$ cat src/rtl/pcpi_initiator_if.sv
// pcpi_initiator_if: request, PCPI and response signals of the PCPI issuing front end
interface pcpi_initiator_if;
  logic        req_valid;
  logic        req_ready;
  logic [31:0] req_insn;
  logic [31:0] req_rs1;
  logic [31:0] req_rs2;
  logic        pcpi_valid;
  logic [31:0] pcpi_insn;
  logic [31:0] pcpi_rs1;
  logic [31:0] pcpi_rs2;
  logic        pcpi_wr;
  logic [31:0] pcpi_rd;
  logic        pcpi_busy;
  logic        pcpi_ready;
  logic        rsp_valid;
  logic        rsp_ready;
  logic [31:0] rsp_data;
  logic        rsp_wr;
  logic [1:0]  rsp_status;
  modport master (
    input  req_valid, req_insn, req_rs1, req_rs2, pcpi_wr, pcpi_rd, pcpi_busy, pcpi_ready, rsp_ready,
    output req_ready, pcpi_valid, pcpi_insn, pcpi_rs1, pcpi_rs2, rsp_valid, rsp_data, rsp_wr, rsp_status
  );
  modport slave (
    output req_valid, req_insn, req_rs1, req_rs2, pcpi_wr, pcpi_rd, pcpi_busy, pcpi_ready, rsp_ready,
    input  req_ready, pcpi_valid, pcpi_insn, pcpi_rs1, pcpi_rs2, rsp_valid, rsp_data, rsp_wr, rsp_status
  );
endinterface

$ cat src/rtl/pcpi_initiator.sv
// pcpi_initiator: issues one PCPI instruction at a time, watches busy/ready with
// no-responder and hung timeouts, and returns result plus status on a response port
module pcpi_initiator #(
  parameter int TIMEOUT_CYCLES  = 16,
  parameter int MAX_BUSY_CYCLES = 64
) (
  input  logic             clk,
  input  logic             reset,
  pcpi_initiator_if.master bus,
  output logic [15:0]      ops_completed
);
  localparam int TW = $clog2(TIMEOUT_CYCLES) + 1;
  localparam int BW = $clog2(MAX_BUSY_CYCLES) + 1;
  localparam logic [1:0] ST_OK = 2'b00, ST_NORESP = 2'b01, ST_HUNG = 2'b10;
  typedef enum logic [1:0] {IDLE, ISSUE, BUSY, RESP} state_t;
  state_t state_q, state_d;
  logic pv_q, pv_d, rv_q, rv_d, wr_q, wr_d;
  logic [31:0] insn_q, insn_d, rs1_q, rs1_d, rs2_q, rs2_d, data_q, data_d;
  logic [1:0] st_q, st_d;
  logic [15:0] ops_q, ops_d;
  logic [TW-1:0] tcnt_q, tcnt_d, t_inc;
  logic [BW-1:0] bcnt_q, bcnt_d, b_inc;
  logic expired;
  assign t_inc = tcnt_q + 1'b1;
  assign b_inc = bcnt_q + 1'b1;
  assign expired = (state_q == ISSUE) ? (t_inc == TW'(TIMEOUT_CYCLES)) : (b_inc == BW'(MAX_BUSY_CYCLES));
  always_comb begin
    state_d = state_q;
    pv_d = pv_q;
    rv_d = rv_q;
    wr_d = wr_q;
    insn_d = insn_q;
    rs1_d = rs1_q;
    rs2_d = rs2_q;
    data_d = data_q;
    st_d = st_q;
    ops_d = ops_q;
    tcnt_d = tcnt_q;
    bcnt_d = bcnt_q;
    case (state_q)
      IDLE: if (bus.req_valid) begin
        state_d = ISSUE;
        pv_d = 1'b1;
        insn_d = bus.req_insn;
        rs1_d = bus.req_rs1;
        rs2_d = bus.req_rs2;
        tcnt_d = '0;
      end
      ISSUE, BUSY: begin
        // pcpi_ready outranks both timeouts; pcpi_valid drops on the edge entering RESP
        if (bus.pcpi_ready) begin
          state_d = RESP;
          pv_d = 1'b0;
          rv_d = 1'b1;
          data_d = bus.pcpi_wr ? bus.pcpi_rd : '0;
          wr_d = bus.pcpi_wr;
          st_d = ST_OK;
        end else if (state_q == ISSUE && bus.pcpi_busy) begin
          state_d = BUSY;
          bcnt_d = '0;
        end else if (expired) begin
          state_d = RESP;
          pv_d = 1'b0;
          rv_d = 1'b1;
          data_d = '0;
          wr_d = 1'b0;
          st_d = (state_q == ISSUE) ? ST_NORESP : ST_HUNG;
        end else begin
          tcnt_d = (state_q == ISSUE) ? t_inc : tcnt_q;
          bcnt_d = (state_q == BUSY) ? b_inc : bcnt_q;
        end
      end
      RESP: if (bus.rsp_ready) begin
        state_d = IDLE;
        rv_d = 1'b0;
        ops_d = ops_q + 16'd1;
      end
      default: state_d = IDLE;
    endcase
  end
  always_ff @(posedge clk) begin
    if (reset) begin
      state_q <= IDLE;
      pv_q <= 1'b0;
      rv_q <= 1'b0;
      wr_q <= 1'b0;
      insn_q <= '0;
      rs1_q <= '0;
      rs2_q <= '0;
      data_q <= '0;
      st_q <= ST_OK;
      ops_q <= '0;
      tcnt_q <= '0;
      bcnt_q <= '0;
    end else begin
      state_q <= state_d;
      pv_q <= pv_d;
      rv_q <= rv_d;
      wr_q <= wr_d;
      insn_q <= insn_d;
      rs1_q <= rs1_d;
      rs2_q <= rs2_d;
      data_q <= data_d;
      st_q <= st_d;
      ops_q <= ops_d;
      tcnt_q <= tcnt_d;
      bcnt_q <= bcnt_d;
    end
  end
  assign bus.req_ready = (state_q == IDLE);
  assign bus.pcpi_valid = pv_q;
  assign bus.pcpi_insn = insn_q;
  assign bus.pcpi_rs1 = rs1_q;
  assign bus.pcpi_rs2 = rs2_q;
  assign bus.rsp_valid = rv_q;
  assign bus.rsp_data = data_q;
  assign bus.rsp_wr = wr_q;
  assign bus.rsp_status = st_q;
  assign ops_completed = ops_q;
endmodule

$ cat src/flat_wrapper.sv
// flat-port wrapper written by rule: the top's interface ports become plain ports
module pcpi_initiator_flat 
#(
  parameter int TIMEOUT_CYCLES  = 16,
  parameter int MAX_BUSY_CYCLES = 64
)
  (clk, reset, ops_completed, bus_req_valid, bus_req_insn, bus_req_rs1, bus_req_rs2, bus_pcpi_wr, bus_pcpi_rd, bus_pcpi_busy, bus_pcpi_ready, bus_rsp_ready, bus_req_ready, bus_pcpi_valid, bus_pcpi_insn, bus_pcpi_rs1, bus_pcpi_rs2, bus_rsp_valid, bus_rsp_data, bus_rsp_wr, bus_rsp_status);
  pcpi_initiator_if bus_i ();
  input  logic clk;
  input  logic reset;
  output logic [15:0] ops_completed;
  input wire logic [$bits(bus_i.req_valid)-1:0] bus_req_valid;
  input wire logic [$bits(bus_i.req_insn)-1:0] bus_req_insn;
  input wire logic [$bits(bus_i.req_rs1)-1:0] bus_req_rs1;
  input wire logic [$bits(bus_i.req_rs2)-1:0] bus_req_rs2;
  input wire logic [$bits(bus_i.pcpi_wr)-1:0] bus_pcpi_wr;
  input wire logic [$bits(bus_i.pcpi_rd)-1:0] bus_pcpi_rd;
  input wire logic [$bits(bus_i.pcpi_busy)-1:0] bus_pcpi_busy;
  input wire logic [$bits(bus_i.pcpi_ready)-1:0] bus_pcpi_ready;
  input wire logic [$bits(bus_i.rsp_ready)-1:0] bus_rsp_ready;
  output wire logic [$bits(bus_i.req_ready)-1:0] bus_req_ready;
  output wire logic [$bits(bus_i.pcpi_valid)-1:0] bus_pcpi_valid;
  output wire logic [$bits(bus_i.pcpi_insn)-1:0] bus_pcpi_insn;
  output wire logic [$bits(bus_i.pcpi_rs1)-1:0] bus_pcpi_rs1;
  output wire logic [$bits(bus_i.pcpi_rs2)-1:0] bus_pcpi_rs2;
  output wire logic [$bits(bus_i.rsp_valid)-1:0] bus_rsp_valid;
  output wire logic [$bits(bus_i.rsp_data)-1:0] bus_rsp_data;
  output wire logic [$bits(bus_i.rsp_wr)-1:0] bus_rsp_wr;
  output wire logic [$bits(bus_i.rsp_status)-1:0] bus_rsp_status;
  assign bus_i.req_valid = bus_req_valid;
  assign bus_i.req_insn = bus_req_insn;
  assign bus_i.req_rs1 = bus_req_rs1;
  assign bus_i.req_rs2 = bus_req_rs2;
  assign bus_i.pcpi_wr = bus_pcpi_wr;
  assign bus_i.pcpi_rd = bus_pcpi_rd;
  assign bus_i.pcpi_busy = bus_pcpi_busy;
  assign bus_i.pcpi_ready = bus_pcpi_ready;
  assign bus_i.rsp_ready = bus_rsp_ready;
  assign bus_req_ready = bus_i.req_ready;
  assign bus_pcpi_valid = bus_i.pcpi_valid;
  assign bus_pcpi_insn = bus_i.pcpi_insn;
  assign bus_pcpi_rs1 = bus_i.pcpi_rs1;
  assign bus_pcpi_rs2 = bus_i.pcpi_rs2;
  assign bus_rsp_valid = bus_i.rsp_valid;
  assign bus_rsp_data = bus_i.rsp_data;
  assign bus_rsp_wr = bus_i.rsp_wr;
  assign bus_rsp_status = bus_i.rsp_status;
  pcpi_initiator #(.TIMEOUT_CYCLES(TIMEOUT_CYCLES), .MAX_BUSY_CYCLES(MAX_BUSY_CYCLES)) u_core (.clk(clk), .reset(reset), .bus(bus_i), .ops_completed(ops_completed));
endmodule
$ cat config.mk
export PLATFORM = sky130hd
export DESIGN_NAME = pcpi_initiator_flat
export DESIGN_NICKNAME = d
export VERILOG_FILES = /design/src/rtl/pcpi_initiator_if.sv /design/src/rtl/pcpi_initiator.sv /design/src/flat_wrapper.sv
export SDC_FILE = /design/constraint.sdc
export NUM_CORES = 1
export LEC_CHECK = 0
export BUFFER_PORTS_ARGS = -buffer_cell sky130_fd_sc_hd__buf_4
export CAP_MARGIN = 15
export CORE_ASPECT_RATIO = 0.7
export CORE_MARGIN = 2
export CORE_UTILIZATION = 45
export CTS_CLUSTER_SIZE = 40
export DETAILED_ROUTE_END_ITERATION = 8
export GPL_TIMING_DRIVEN = 0
export PLACE_DENSITY = 0.79
export SLEW_MARGIN = 20
export SYNTH_ARGS = -nofsm -noshare
export SYNTH_HDL_FRONTEND = slang
export SYNTH_SLANG_ARGS = --single-unit
$ cat constraint.sdc
create_clock -name clk -period 2.8 [get_ports clk]
set_input_delay 0.56 -clock clk [delete_from_list [all_inputs] [get_ports clk]]
set_output_delay 0.56 -clock clk [all_outputs]
set_load 0.01 [all_outputs]
# Word-level counts from Yosys, hierarchy flattened
# Cells that the tools add are included.
dict set report classes {
  addsub 3
  mul 0
  div_mod_pow 0
  magnitude_cmp 0
  n_eq_ne 16
  shift 0
  muxes 35
  n_bitwise 1
  reduce_logical 15
}
# op count
set ops {}
lappend ops {{$mux 32} 4}
lappend ops {{$mux 5} 5}
lappend ops {{$mux 7} 3}
lappend ops {{$mux 2} 9}
lappend ops {{$add 16x1->16 const B} 1}
lappend ops {{$ne 2x2->1 const B} 7}
lappend ops {{$reduce_and 4->1} 3}
lappend ops {{$mux 1} 10}
lappend ops {{$pmux 5 s2} 1}
lappend ops {{$reduce_bool 2->1} 4}
lappend ops {{$add 7x1->7 const B} 1}
lappend ops {{$eq 7x7->1 const B} 1}
lappend ops {{$pmux 2 s3} 1}
lappend ops {{$reduce_and 3->1} 2}
lappend ops {{$reduce_and 6->1} 1}
lappend ops {{$add 5x1->5 const B} 1}
lappend ops {{$eq 5x5->1 const B} 1}
lappend ops {{$eq 2x2->1 const B} 2}
lappend ops {{$ne 4x2->1 const B} 1}
lappend ops {{$pmux 1 s2} 2}
lappend ops {{$reduce_and 2->1} 2}
lappend ops {{$ne 3x2->1 const B} 1}
lappend ops {{$ne 3x3->1 const B} 1}
lappend ops {{$eq 2x1->1 const B} 1}
lappend ops {{other kinds (5)} 5}
dict set report totals {
  regBits 163
  latchBits 0
  mem_bits_rw 0
  romBits 0
  input_bits 135
  out_inout_bits 150
  elab_cells 82
  memories 0
}

# Logic depth before layout (Yosys ltp)
# Gate-level depths: netlist of the first run.
dict set report depth {
  depth_word 7
  depth_mapped 8
}

# Worst setup path after synthesis of the first run
# Ideal clock, no wire load.
dict set report synth_timing {
  path_type {register -> register}
  start {register u_core.state_q[0]}
  end {register u_core.bcnt_q[4]}
  setup_ns 0.074
  arrival_ns 1.970
  required_ns 2.726
  setup_slack_ns 0.755
  path_stages_with_launch 8
  path_buffers 1
  period_less_slack_ns 2.045
  path_cell_list {dfxtp_1 > inv_1 > ha_1 > clkbuf_1 > nor2b_1 > nand2_1 > or4_1 > a31oi_1}
}
dict set report synth_between {
  elab_chain_cells 4
  elab_cells_between_ends 9
  classes_between {eq/ne (3); mux (2); reduce/logical (4)}
}
# element line
set synth_lines {}
lappend synth_lines {{start: declaration} pcpi_initiator.sv:16} ;# state_t state_q, state_d;
lappend synth_lines {{start signal: assignment} pcpi_initiator.sv:96} ;# state_q <= state_d;
lappend synth_lines {{$eq 2x1->1} {pcpi_initiator.sv:26, pcpi_initiator.sv:40, pcpi_initiator.sv:58}}
lappend synth_lines {{$mux 1 or $logic_and 1x1->1 (tied branches)} {pcpi_initiator.sv:26, pcpi_initiator.sv:58}}
lappend synth_lines {{$ne 2x2->1 (no source line) or $reduce_bool 2->1 (tied branches)} -}
lappend synth_lines {{$reduce_and 4->1 (no source line)} -}
lappend synth_lines {{end signal: assignment} pcpi_initiator.sv:107} ;# bcnt_q <= bcnt_d;
lappend synth_lines {{end: declaration} pcpi_initiator.sv:22} ;# logic [BW-1:0] bcnt_q, bcnt_d, b_inc;
# Parallel ways exist; a longest one is shown, timed or not.
# A chain may end at the register's enable or synchronous reset.

# Worst setup path in the final report of the first run
dict set report layout_timing {
  start {register u_core.state_q[1]}
  end {register u_core.bcnt_q[4]}
}
# The elaborated chain is that of the path after synthesis.

==> impl_metrics.yaml, run 1 <==
run_status:
  status: "finished clean"
sta:
  hold_viol_final: 0
  max_clock_freq_mhz: 397
  tightest_slew_ns: 0.578
  fin_setup_tns_ns: 0
  period_share: 0.900
  setup_viol: 0
  slew_violations: 0
  clock_skew_ns: 0.0135
  rsz0062_at_grt: "no"
  hold_slack_ns: 0.352
  period_needed_ns: 2.52
  relSlewSlack: 0.614
pwr:
  clockPowerShare: 0.371
  p_seq_frac: 0.429
  p_comb_frac: 0.201
  p_switching_w: 0.00177
  leakagePower_nw: 3.97
  vdd_drop_max_uv: 397
  powerDensity_nw_per_um2: 661
  intPower_w: 0.00431
  p_sw_frac: 0.291
die:
  die_h_um: 103
  fp.dieW_um: 145
  rows: 36
  core_area_sq_um: 13800
  dieArea_sq_um: 14900
  initial_core_util: 0.455
  ios: 285
synthesis:
  synth.distinct_cells: 53
  synth-edff-count: 0
  synth.top_cell.area_share: 0.520
  ys_ff_latch: 163
  synth_common_cells: "nand2_1 (219), dfxtp_1 (163), a21oi_1 (117)"
  syn_nets: 877
  ys_seq_area_frac: 0.520
  avgSynthCellArea_sq_um: 8.54
  ys_dominant_reg_cell: "dfxtp_1"
  yosysMostFrequentCell: "nand2_1"
  synth_top_area_cell: "dfxtp_1"
  yosys-top-cells-area: "dfxtp_1 (52%), nand2_1 (13%), a21oi_1 (9.3%)"
  synth_cells: 734
  synth_warnings: 0
  ys_async_sr_fraction: 0
  netlist_area_sq_um: 6270
cts:
  clock-sinks: 163
  cts_tree: "yes"
  cts_resized: 0
  cts_buffer_depth: 2
  clock_latency_ns: 0.42
  post_cts_buffers: 0
  hold_buffers: 0
  cts_buffers: 17
  path_clk_slew_ns: 0.07
  htree_levels: 4
  root_buffer: "clkbuf_16"
routing:
  drtIter0Drc: 346
  drt-pass1-iter-count: 5
  drc_errors: 0
  detail-route-antenna-nets: 0
  drt-total-wl_um: 18800
  avgViaCountPerCell: 5.08
  num_vias: 6291
  wl_per_cell_um: 15.2
critical_path:
  critPathTopFamily: "simple AND/OR/NAND/NOR gates"
  cp-start-kind: "flop"
  cpMaxStageDelayCell: "or4_1"
  cp_max_fo: 10
  path_cells: "inv_1, ha_1, clkbuf_1, nor2b_1, nand2_1, or4_1, a31oi_1"
  cp.arrival_ns: 2.85
  worst-endpoint-required_ns: 3.13
  criticalPathCategory: "reg2reg"
  endpoint_kind: "flop"
  slowest_delay_ns: 0.50
  critPathBufInv: 2
flow_run:
  max_cap_violations: 0
cells_and_area:
  antenna_cells: 0
  syn2layout_area_growth_pct: 46.8
  drive_gt1_frac: 0.321
  num-nets-final: 1179
grt:
  grt_pass1_wl_um: 27900
  antenna_found_initial: 0
  grt-ovfl-total: 0
  first_global_vias: 5476
  grt_max_degree: 17
  track_usage: 0.235
place:
  port_buffers: 283
  dpl.hpwl_um: 14200
  gp_routability_congestion: 0.943
hold_path:
  hold_path_class: "in2reg"
-- worst paths after layout --
path	startpoint	slack, ns	depth (start not counted)	endpoint
max	u_core.state_q[1]	0.28	7	u_core.bcnt_q[4]
min	bus_pcpi_rd[29]	0.35	2	u_core.bus.rsp_data[29]
max reg2reg	u_core.state_q[1]	0.28	7	u_core.bcnt_q[4]
min reg2reg	u_core.bus.pcpi_rs1[5]	0.46	2	u_core.bus.pcpi_rs1[5]
-- cells by family (layout without fill, tap and decap cells) --
family / Yosys count / in the layout / synth area share
flops: 163 / 163 / 0.520
fa+ha+maj: 8 / 8 / 0.0160
mux: 4 / 4 / 0.00678
compound gates: 190 / 190 / 0.191
buf+inv: 56 / 370 / 0.0433
xor+xnor: 13 / 13 / 0.0182
simple gates: 300 / 300 / 0.205
-- final cells by class --
class	count	area [sq um]
plain buffers	48	241
clock buffers	18	429
multi-input cells	515	2740
flip-flops and latches	163	3260
fillers	1167	4580
well taps	190	238
clock inverters	13	145
repair buffers	283	2120
inverters	8	30.0
-- state kept, by name, indices dropped and copies added (netlist names) --
register / count
u_core.ops_completed: 16
u_core.bus.pcpi_rs2: 32
u_core.bus.pcpi_valid: 1
u_core.bus.rsp_valid: 1
u_core.bus.rsp_status: 2
u_core.bcnt_q: 7
u_core.bus.rsp_data: 32
u_core.tcnt_q: 5
u_core.state_q: 2
u_core.bus.pcpi_rs1: 32
u_core.bus.rsp_wr: 1
u_core.bus.pcpi_insn: 32
-- per-stage QoR --
stage	utilization	power, W	worst slack (ns)	area (sq um)	std cells
2_1_floorplan	-	0.00326	0.755	6270	734
3_3_place_gp	0.626	0.00385	0.360	8630	1207
3_5_place_dp	0.626	0.00387	0.337	8630	1207
4_1_cts	0.668	0.00612	0.330	9210	1238
5_1_grt	0.668	0.00636	0.139	9210	1238
6_report	0.668	0.00609	0.281	9210	1238
-- power groups by stage --
| stage | clock, W | combinational, W | sequential (W) |
|---|---|---|---|
| floorplan | 0 | 0.000532 | 0.00273 |
| global placement | 0 | 0.00120 | 0.00265 |
| detailed placement | 0 | 0.00122 | 0.00266 |
| CTS | 0.00230 | 0.00122 | 0.00261 |
| global route | 0.00240 | 0.00133 | 0.00263 |
| finish | 0.00226 | 0.00122 | 0.00261 |
-- routing by layer --
layer | global-route usage | vias to the layer above | wire length (um)
met5 | 0 | - | 0
met4 | 0.0769 | 0 | 303
met3 | 0.0686 | 21 | 1350
met2 | 0.381 | 256 | 8900
met1 | 0.307 | 2884 | 8240
li1 | - | 3130 | -
-- cells in the final DEF, fill, tap and decap left out, types with 10 or more instances in the layout --
cell / instances
nor2_1: 23
buf_4: 284
buf_1: 10
dfxtp_1: 163
clkbuf_1: 31
o21ai_0: 12
a21oi_1: 117
clkbuf_16: 17
a22o_1: 29
nand2_1: 219
nand3_1: 12
Note: power is estimated with default switching activity, not from simulation.
==> run 2, diff against run 1 <==
RECOVER_POWER = 25   (was default)
REMOVE_ABC_BUFFERS = 1   (was default)
==> run 2 against run 1 <==
  * Worst hold slack improved by 0.010 ns
  * Global-route usage shrank 1.3 points
  * Clock power is essentially flat
  * Non-clock buffer count decreased by 42
  * Routed wire length fell by 4.8%
  * Sequential power hardly changed
  * Critical endpoint is now u_core.tcnt_q[4]
  * Count of clock-buffer cells in the layout rose by 1
  * Maximum frequency shrank 2.3%
  * Worst setup slack lost 0.059 ns
  * Die area stayed put
==> impl_metrics.yaml, run 2 (synthesized netlist as in run 1, its figures left out) <==
run_status:
  status: "finished clean"
flow_run:
  max_cap_violations: 0
critical_path:
  cpMaxStageDelayCell: "or4_1"
  rrSetupSlack_ns: 0.22
  cp-start-kind: "flop"
  worst-endpoint-required_ns: 3.12
  critPathBufInv: 1
  worst-r2r-cell-count: 7
  endpoint_kind: "flop"
  cp_max_fo: 15
  cp.arrival_ns: 2.90
  r2r_start: "u_core.state_q[1]"
  worstReg2RegEnd: "u_core.tcnt_q[4]"
  criticalPathCategory: "reg2reg"
  slowest_delay_ns: 0.49
  critPathTopFamily: "simple AND/OR/NAND/NOR gates"
  path_cells: "inv_1, ha_1, nand2_1, o2111ai_1, a21o_1, or4_1, a21oi_1"
routing:
  detail-route-antenna-nets: 0
  drtIter0Drc: 341
  drt-pass1-iter-count: 5
  drt-total-wl_um: 17900
  avgViaCountPerCell: 5.01
  drc_errors: 0
  num_vias: 6000
  wl_per_cell_um: 14.9
cts:
  htree_levels: 4
  path_clk_slew_ns: 0.07
  clock_latency_ns: 0.41
  post_cts_buffers: 0
  cts_buffer_depth: 2
  hold_buffers: 0
  clock-sinks: 163
  cts_resized: 0
  cts_buffers: 17
  cts_tree: "yes"
  root_buffer: "clkbuf_16"
sta:
  relSlewSlack: 0.316
  clock_skew_ns: 0.0130
  tightest_slew_ns: 1.03
  slew_violations: 0
  period_share: 0.921
  rsz0062_at_grt: "no"
  fin_setup_tns_ns: 0
  setup_viol: 0
  max_clock_freq_mhz: 388
  period_needed_ns: 2.58
  hold_viol_final: 0
die:
  rows: 36
  dieArea_sq_um: 14900
  fp.dieW_um: 145
  core_area_sq_um: 13800
  die_h_um: 103
  initial_core_util: 0.455
  ios: 285
cells_and_area:
  postLayoutCellArea_sq_um: 8790
  drive_gt1_frac: 0.259
  antenna_cells: 0
  mostFrequentLayoutCells: "nand2_1 (218), buf_4 (209), dfxtp_1 (163), a21oi_1 (117), clkbuf_1 (77)"
  syn2layout_area_growth_pct: 40.2
  final_common_cell: "nand2_1"
  num-nets-final: 1137
grt:
  first_global_vias: 5146
  grt_max_degree: 136
  track_usage: 0.221
  grt-ovfl-total: 0
  antenna_found_initial: 0
  grt_pass1_wl_um: 26600
pwr:
  powerDensity_nw_per_um2: 681
  p_switching_w: 0.00175
  p_seq_frac: 0.435
  leakagePower_nw: 3.62
  vdd_drop_max_uv: 422
  clockPowerShare: 0.379
  p_comb_frac: 0.186
  p_sw_frac: 0.292
  intPower_w: 0.00424
hold_path:
  hold_path_class: "in2reg"
  holdPathStages: 2
  holdPathEnd: "u_core.bus.rsp_data[30]"
  timing.hold.worst.start: "bus_pcpi_rd[30]"
place:
  dpl-instance-area_sq_um: 8500
  gp_routability_congestion: 0.829
  dpl.hpwl_um: 12700
  port_buffers: 284
[run 2: changes by cell type in the layout (fill, tap and decap cells not counted), moves of 2 or more]
| cell | delta |
|---|---|
| buf_1 | -10 |
| buf_4 | -75 |
| buf_6 | -3 |
| clkbuf_1 | +46 |
| clkbuf_8 | -2 |
[run 2: worst register-to-register path, delay by kind of cell (launching register included)]
| kind | cells | cell delay (ns) |
|---|---|---|
| AND/OR/NAND/NOR | 2 | 0.92 |
| buffers and inverters | 1 | 0.11 |
| AO/OA/AOI/OAI | 3 | 0.74 |
| adder cells (fa/ha/maj) | 1 | 0.30 |
| flip-flops | 1 | 0.42 |
[run 2: final cells by class]
type	count	area, sq um
flip-flops and latches	163	3260
clock inverters	13	140
multi-input cells	515	2750
fillers	1263	4990
well taps	190	238
clock buffers	19	433
inverters	8	30.0
repair buffers	289	1940
[run 2: how the worst max path moves through the flow]
stage / from / endpoint / slack (ns) / depth (start not counted)
floorplan: u_core.state_q[0] / u_core.bus.pcpi_valid / 0.03 / 5
global placement: u_core.state_q[0] / u_core.bus.pcpi_rs2[25] / -1.19 / 5
detailed placement: u_core.state_q[1] / u_core.tcnt_q[4] / 0.28 / 7
CTS: u_core.state_q[1] / u_core.tcnt_q[4] / 0.26 / 7
global route: u_core.state_q[1] / u_core.tcnt_q[4] / 0.03 / 7
finish: u_core.state_q[1] / u_core.tcnt_q[4] / 0.22 / 7
[run 2: stage by stage]
step	setup WS [ns]	hold slack (ns)	total power, W	util	instances
floorplan	0.0260	0.438	0.00320	-	686
global placement	-1.19	0.436	0.00382	0.609	1160
detailed placement	0.279	0.441	0.00385	0.617	1165
CTS	0.258	0.348	0.00611	0.658	1197
global route	0.0300	0.348	0.00626	0.638	1197
finish	0.222	0.362	0.00598	0.638	1197
[run 2: metal layers]
metal,global-route usage,vias to the layer above,part of all wire
met5,0,-,0
met4,0.0452,0,0.0054
met3,0.0673,7,0.072
met2,0.369,204,0.48
met1,0.290,2756,0.45
li1,-,3033,-
[run 2: power by group through the flow]
stage | registers (W) | logic [W] | clock network, W
2_1_floorplan | 0.00273 | 0.000467 | 0
3_3_place_gp | 0.00265 | 0.00117 | 0
3_5_place_dp | 0.00265 | 0.00120 | 0
4_1_cts | 0.00260 | 0.00120 | 0.00231
5_1_grt | 0.00263 | 0.00122 | 0.00241
6_report | 0.00260 | 0.00111 | 0.00227
